[src/rtl/univ_shift_reg.sv]
// univ_shift_reg -- parametrised universal shift register with frame counter.
//
// Modes: 00 hold, 01 shift right, 10 shift left, 11 parallel load.
// A frame counter tracks consecutive same-direction shifts and pulses
// frame_done for one cycle after every WIDTH-th shift, so the block can
// serve as PISO / SIPO / PIPO / SISO.
//
// Optional build macro: USR_ROTATE_EN
//   defined   -> shifts rotate (sr_in / sl_in ignored)
//   undefined -> serial inputs feed the vacated end bit
//
// Ports:
//   clk        rising-edge clock
//   rst        synchronous active-high reset
//   mode[1:0]  operation select
//   p_in       parallel load data
//   sr_in      serial input entering bit WIDTH-1 on shift right
//   sl_in      serial input entering bit 0 on shift left
//   p_out      register contents
//   sr_out     p_out[0]
//   sl_out     p_out[WIDTH-1]
//   shift_cnt  shifts completed in the current frame (0..WIDTH-1)
//   frame_done one-cycle pulse after a completed WIDTH-shift frame

// One storage bit: picks hold / right-neighbour / left-neighbour / load.
module usr_bit_cell (
  input  logic       clk,
  input  logic       rst,
  input  logic [1:0] mode,
  input  logic       hi,   // value arriving on a right shift
  input  logic       lo,   // value arriving on a left shift
  input  logic       ld,   // parallel load bit
  output logic       q
);
  always_ff @(posedge clk) begin
    if (rst) q <= 1'b0;
    else begin
      case (mode)
        2'b01:   q <= hi;
        2'b10:   q <= lo;
        2'b11:   q <= ld;
        default: q <= q;
      endcase
    end
  end
endmodule

module univ_shift_reg #(
  parameter int WIDTH = 8
) (
  input  logic                     clk,
  input  logic                     rst,
  input  logic [1:0]               mode,
  input  logic [WIDTH-1:0]         p_in,
  input  logic                     sr_in,
  input  logic                     sl_in,
  output logic [WIDTH-1:0]         p_out,
  output logic                     sr_out,
  output logic                     sl_out,
  output logic [$clog2(WIDTH)-1:0] shift_cnt,
  output logic                     frame_done
);
  localparam int CW = $clog2(WIDTH);

  localparam logic [1:0] MODE_HOLD = 2'b00;
  localparam logic [1:0] MODE_SHR  = 2'b01;
  localparam logic [1:0] MODE_SHL  = 2'b10;
  localparam logic [1:0] MODE_LOAD = 2'b11;

  typedef enum logic {DIR_R = 1'b0, DIR_L = 1'b1} dir_e;

  logic [WIDTH-1:0] q;
  logic [WIDTH-1:0] hi_src, lo_src;
  logic             ser_r, ser_l;

  // Bits inserted at the vacated end of the register.
`ifdef USR_ROTATE_EN
  assign ser_r = q[0];
  assign ser_l = q[WIDTH-1];
`else
  assign ser_r = sr_in;
  assign ser_l = sl_in;
`endif

  // Datapath: one cell per bit, neighbours wired by generate.
  for (genvar g = 0; g < WIDTH; g++) begin : g_bit
    if (g == WIDTH-1) begin : g_top
      assign hi_src[g] = ser_r;
    end else begin : g_mid_hi
      assign hi_src[g] = q[g+1];
    end
    if (g == 0) begin : g_bot
      assign lo_src[g] = ser_l;
    end else begin : g_mid_lo
      assign lo_src[g] = q[g-1];
    end
    usr_bit_cell u_cell (
      .clk  (clk),
      .rst  (rst),
      .mode (mode),
      .hi   (hi_src[g]),
      .lo   (lo_src[g]),
      .ld   (p_in[g]),
      .q    (q[g])
    );
  end

  assign p_out  = q;
  assign sr_out = q[0];
  assign sl_out = q[WIDTH-1];

  // Frame counter state. 'fresh' marks that no shift has happened since
  // the last load/reset, so the next shift adopts its own direction and
  // counts as a continuation rather than a direction change.
  dir_e          dir_q;
  logic          fresh_q;
  logic [CW-1:0] cnt_q;
  logic          done_q;

  logic is_shift;
  dir_e shift_dir;
  logic last_shift;

  always_comb begin
    is_shift   = (mode == MODE_SHR) || (mode == MODE_SHL);
    shift_dir  = (mode == MODE_SHL) ? DIR_L : DIR_R;
    last_shift = (cnt_q == CW'(WIDTH-1));
  end

  always_ff @(posedge clk) begin
    if (rst) begin
      dir_q   <= DIR_R;
      fresh_q <= 1'b1;
      cnt_q   <= '0;
      done_q  <= 1'b0;
    end else begin
      done_q <= 1'b0;
      if (is_shift) begin
        fresh_q <= 1'b0;
        dir_q   <= shift_dir;
        if (fresh_q || (shift_dir == dir_q)) begin
          if (last_shift) begin
            cnt_q  <= '0;
            done_q <= 1'b1;
          end else begin
            cnt_q <= cnt_q + CW'(1);
          end
        end else begin
          // Direction reversal: this shift starts a new frame.
          cnt_q <= CW'(1);
        end
      end else if (mode == MODE_LOAD) begin
        cnt_q   <= '0;
        fresh_q <= 1'b1;
      end
      // MODE_HOLD keeps count, direction and fresh state.
    end
  end

  assign shift_cnt  = cnt_q;
  assign frame_done = done_q;

endmodule

[config.mk]
export PLATFORM = sky130hd
export DESIGN_NAME = univ_shift_reg
export DESIGN_NICKNAME = d
export VERILOG_FILES = /design/src/rtl/univ_shift_reg.sv
export SDC_FILE = /design/constraint.sdc
export NUM_CORES = 1
export LEC_CHECK = 0
export ABC_AREA = 1
export ABC_CLOCK_PERIOD_IN_PS = 1690
export CAP_MARGIN = 25
export CORE_MARGIN = 4
export CORE_UTILIZATION = 28
export CTS_CLUSTER_DIAMETER = 80
export DETAILED_ROUTE_END_ITERATION = 8
export PLACE_DENSITY_LB_ADDON = 0.3
export SLEW_MARGIN = 20
export SYNTH_ARGS = -nofsm -noshare
export SYNTH_HDL_FRONTEND = slang
export SYNTH_SLANG_ARGS = --single-unit
[constraint.sdc]
create_clock -name clk -period 1.69 [get_ports clk]
set_clock_uncertainty 0.1 [all_clocks]
set_input_delay 0.507 -clock clk [delete_from_list [all_inputs] [get_ports clk]]
set_output_delay 0.507 -clock clk [all_outputs]
set_load 0.005 [all_outputs]
==> impl_results.md <==
- Global route overflow: 0
- Fmax: 0.619 GHz
- Vert. Die Dim: 66.4 um
- IO buf count: 27
- Hold-fix buffer count after cts: 0
- GR Util All Layers: 11.6%
- # Max-Cap Violations: 0
- Yosys warnings: 0
- DR vias/cell: 4.35
- Final period util: 95.6%
- Dpl ws: -407 ps
- Hold path startpoint: shift_cnt[1]
- CTS Buf Count: 3
- Fin. Hold Viols: 0
- Net Switching: 263 uW
- Worst Setup End Kind: output pin
- Layout Nets: 184
- Clk pwr share: 28.3%
- IO Pins: 28
- Core area: 3150 sq um
- DP Area: 1250 sq um
- Status: complete, no violations
- Setup crit start kind: flip-flop
- GPL Wtd Cong: 0.833
- # clock sinks: 14
- EDFF count, synth: 0
- CTS tree: built
- H-tree depth: 1
- Sw Ratio: 29.4%
- Max incr delay on CP: 340 ps
- Placed insts: 192
- First-pass GRT wire length: 3.97 mm
- Vias in the first global route: 927
- Post-Syn Area: 955 sq um
- Via count: 901
- FFs w/ async S/R, synth: 0%
- Seq/Total Area, Yosys: 29.4%
- Post-DRT Antenna Nets: 0
- Clock root buffer: clkbuf_4
- Hold/Removal Path Class: flip-flop to flip-flop
- Starting density of the core: 30.3%
- Yosys reg bits: 14
- Die area: 4410 sq um
- Slew @ Worst Pin: 224 ps
- Cell count after synthesis: 126
- Min cycle time layout: 1610 ps
- DRC viols: 0
- Crit Path Max Fanout: 2
- Reg2Reg Depth: 7
- Mapped Nets: 146
- Chip width: 66.4 um
- Final instance area: 1430 sq um
- DR pass1 iterations: 3
- Hold-critical path depth: 2
- Per-cell routed wire length: 11.4 um
- Crit path cell chain: buf_4 > dlygate4sd2_1
- Ant diodes: 0
- Fin. max-slew vios: 0
- Seq pwr share: 41.2%
- Synth top area cells: dfxtp_1 (29%), a21oi_1 (9.4%), inv_1 (9.0%), ha_1 (7.9%), o211ai_2 (7.9%)
- Slew HR: 85.1%
- FP Rows: 20
- DRT iter0 DRCs: 15
- Setup violators final: 0
- Slowest stage cell, crit path: dfxtp_2
- Synth unique cells: 19
- Logic pwr share: 30.5%
- Top-area cell type share of the netlist area: 29.4%
- WP data arrival: 1010 ps
- Register-to-Register Setup Slack: 190 ps
- Core Util, Final: 45.4%
- Reg2Reg Launch Point: shift_cnt[0]
- WHS Endpoint: shift_cnt[1]
- Area grow syn2layout: 50.1%
- Ys flop type: dfxtp_1
- Crit Path Class: flip-flop to output pin
- Unrepaired setup endpoints after global routing: false
- Worst VDD drop: 412 uV
- Most numerous cell in the Yosys netlist: inv_1
- Synth top cells by count: inv_1 (23), a21oi_1 (18), nand2_1 (17), dfxtp_1 (14), nand3_1 (10)
- Yosys top cell by area: dfxtp_1
- Antenna violations before repair: 0
- Leak: 0.732 nW
- Worst skew pair latency: 290 ps
- P per Cell Area: 623 nW/um^2
- Critical R2R Capture: shift_cnt[0]
- Largest net degree at the start of global routing: 14
- Pint: 630 uW
- Reg clk slew, reported paths: 100 ps
- Final hold slack: 394 ps
- Setup slack after layout: 75.2 ps
- Post-synthesis area per instance: 7.58 sq um
- Overall power: 892 uW
- Clock Tree Buf Depth: 2
- Routed wire length: 2.36 mm
- Layout cells sized above 1: 37.4%
- Final Non-Filler Cells: 207
- WP data required: 1080 ps
- Setup TNS Final: 0 ps
- Placed wire-length estimate: 1.71 mm
==> final cells by class <==
class	count	area, sq um
clock buffer	4	36.3
fill	344	1720
inverter	25	101
multi-input combinational	74	533
sequential	14	294
tap	44	55.1
timing repair buffer	46	413
==> kinds of logic (layout without fill, tap and decap cells) <==
logic type | Yosys count | after routing | synth area share (%)
adders and majority gates | 6 | 6 | 7.86
buffers and inverters | 39 | 75 | 22.4
AOI/OAI and AO/OA | 26 | 26 | 18.3
DFF | 14 | 14 | 29.4
and+or+nand+nor | 41 | 42 | 22.0
==> cells in the final DEF (no fill, tap or decap) <==
cell type / n
dlymetal6s2s_1: 2
dfxtp_2: 11
inv_6: 1
nand3_1: 9
clkdlybuf4s50_1: 11
nand3_2: 5
o21ai_0: 2
a21oi_1: 13
buf_4: 18
nor2_4: 1
clkbuf_4: 3
nand2_1: 17
o211ai_2: 6
ha_4: 2
ha_1: 2
dfxtp_1: 3
ha_2: 2
nand2_4: 1
dlygate4sd2_1: 14
inv_2: 1
a21oi_2: 5
inv_4: 1
buf_12: 1
nor2_1: 7
clkbuf_8: 1
nand2_8: 1
or2_2: 1
inv_1: 22
==> sequential cells by signal, indices dropped and copies added (netlist names) <==
name / flops
fresh_q: 1
shift_cnt: 3
g_bit.u_cell.q: 8
frame_done: 1
dir_q: 1
==> how the worst max path moves through the flow <==
| stage | startpoint | to | slack (ps) |
|---|---|---|---|
| 2_1_floorplan | mode[0] | g_bit[7].u_cell.q | 160 |
| 3_3_place_gp | mode[0] | g_bit[4].u_cell.q | -360 |
| 3_5_place_dp | mode[0] | shift_cnt[1] | -410 |
| 4_1_cts | mode[1] | shift_cnt[1] | 3 |
| 5_1_grt | g_bit[7].u_cell.q | sl_out | 40 |
| 6_report | g_bit[7].u_cell.q | sl_out | 80 |
==> critical path: cells and delay by family (launching register included) <==
| family | cells | cell delay (ps) |
|---|---|---|
| buf+inv | 2 | 380 |
| flops | 1 | 340 |
==> what timing repair did <==
item | in CTS | in global routing
gates cloned | 1 | 0
pin swaps | 1 | 0
setup endpoints to repair | 26 | 12
resized for setup | 39 | 3
setup buffers | 10 | 0
==> layer usage <==
metal / up-vias / part of all wire, % / wire, um / track usage (%)
li1: 467 / - / - / -
met1: 408 / 44 / 1040 / 12.3
met2: 21 / 49 / 1160 / 20.9
met3: 5 / 5.6 / 131 / 4.42
met4: 0 / 1.3 / 31 / 3.55
met5: - / 0 / 0 / 0
==> power by group through the flow <==
stage	logic (mW)	registers [mW]	clock network, mW
final	0.272	0.368	0.253
after global routing	0.301	0.370	0.277
after CTS	0.274	0.368	0.255
after detailed placement	0.234	0.380	0
after global placement	0.231	0.380	0
after floorplan	0.150	0.376	0
Note: power is estimated with default switching activity, not from simulation.
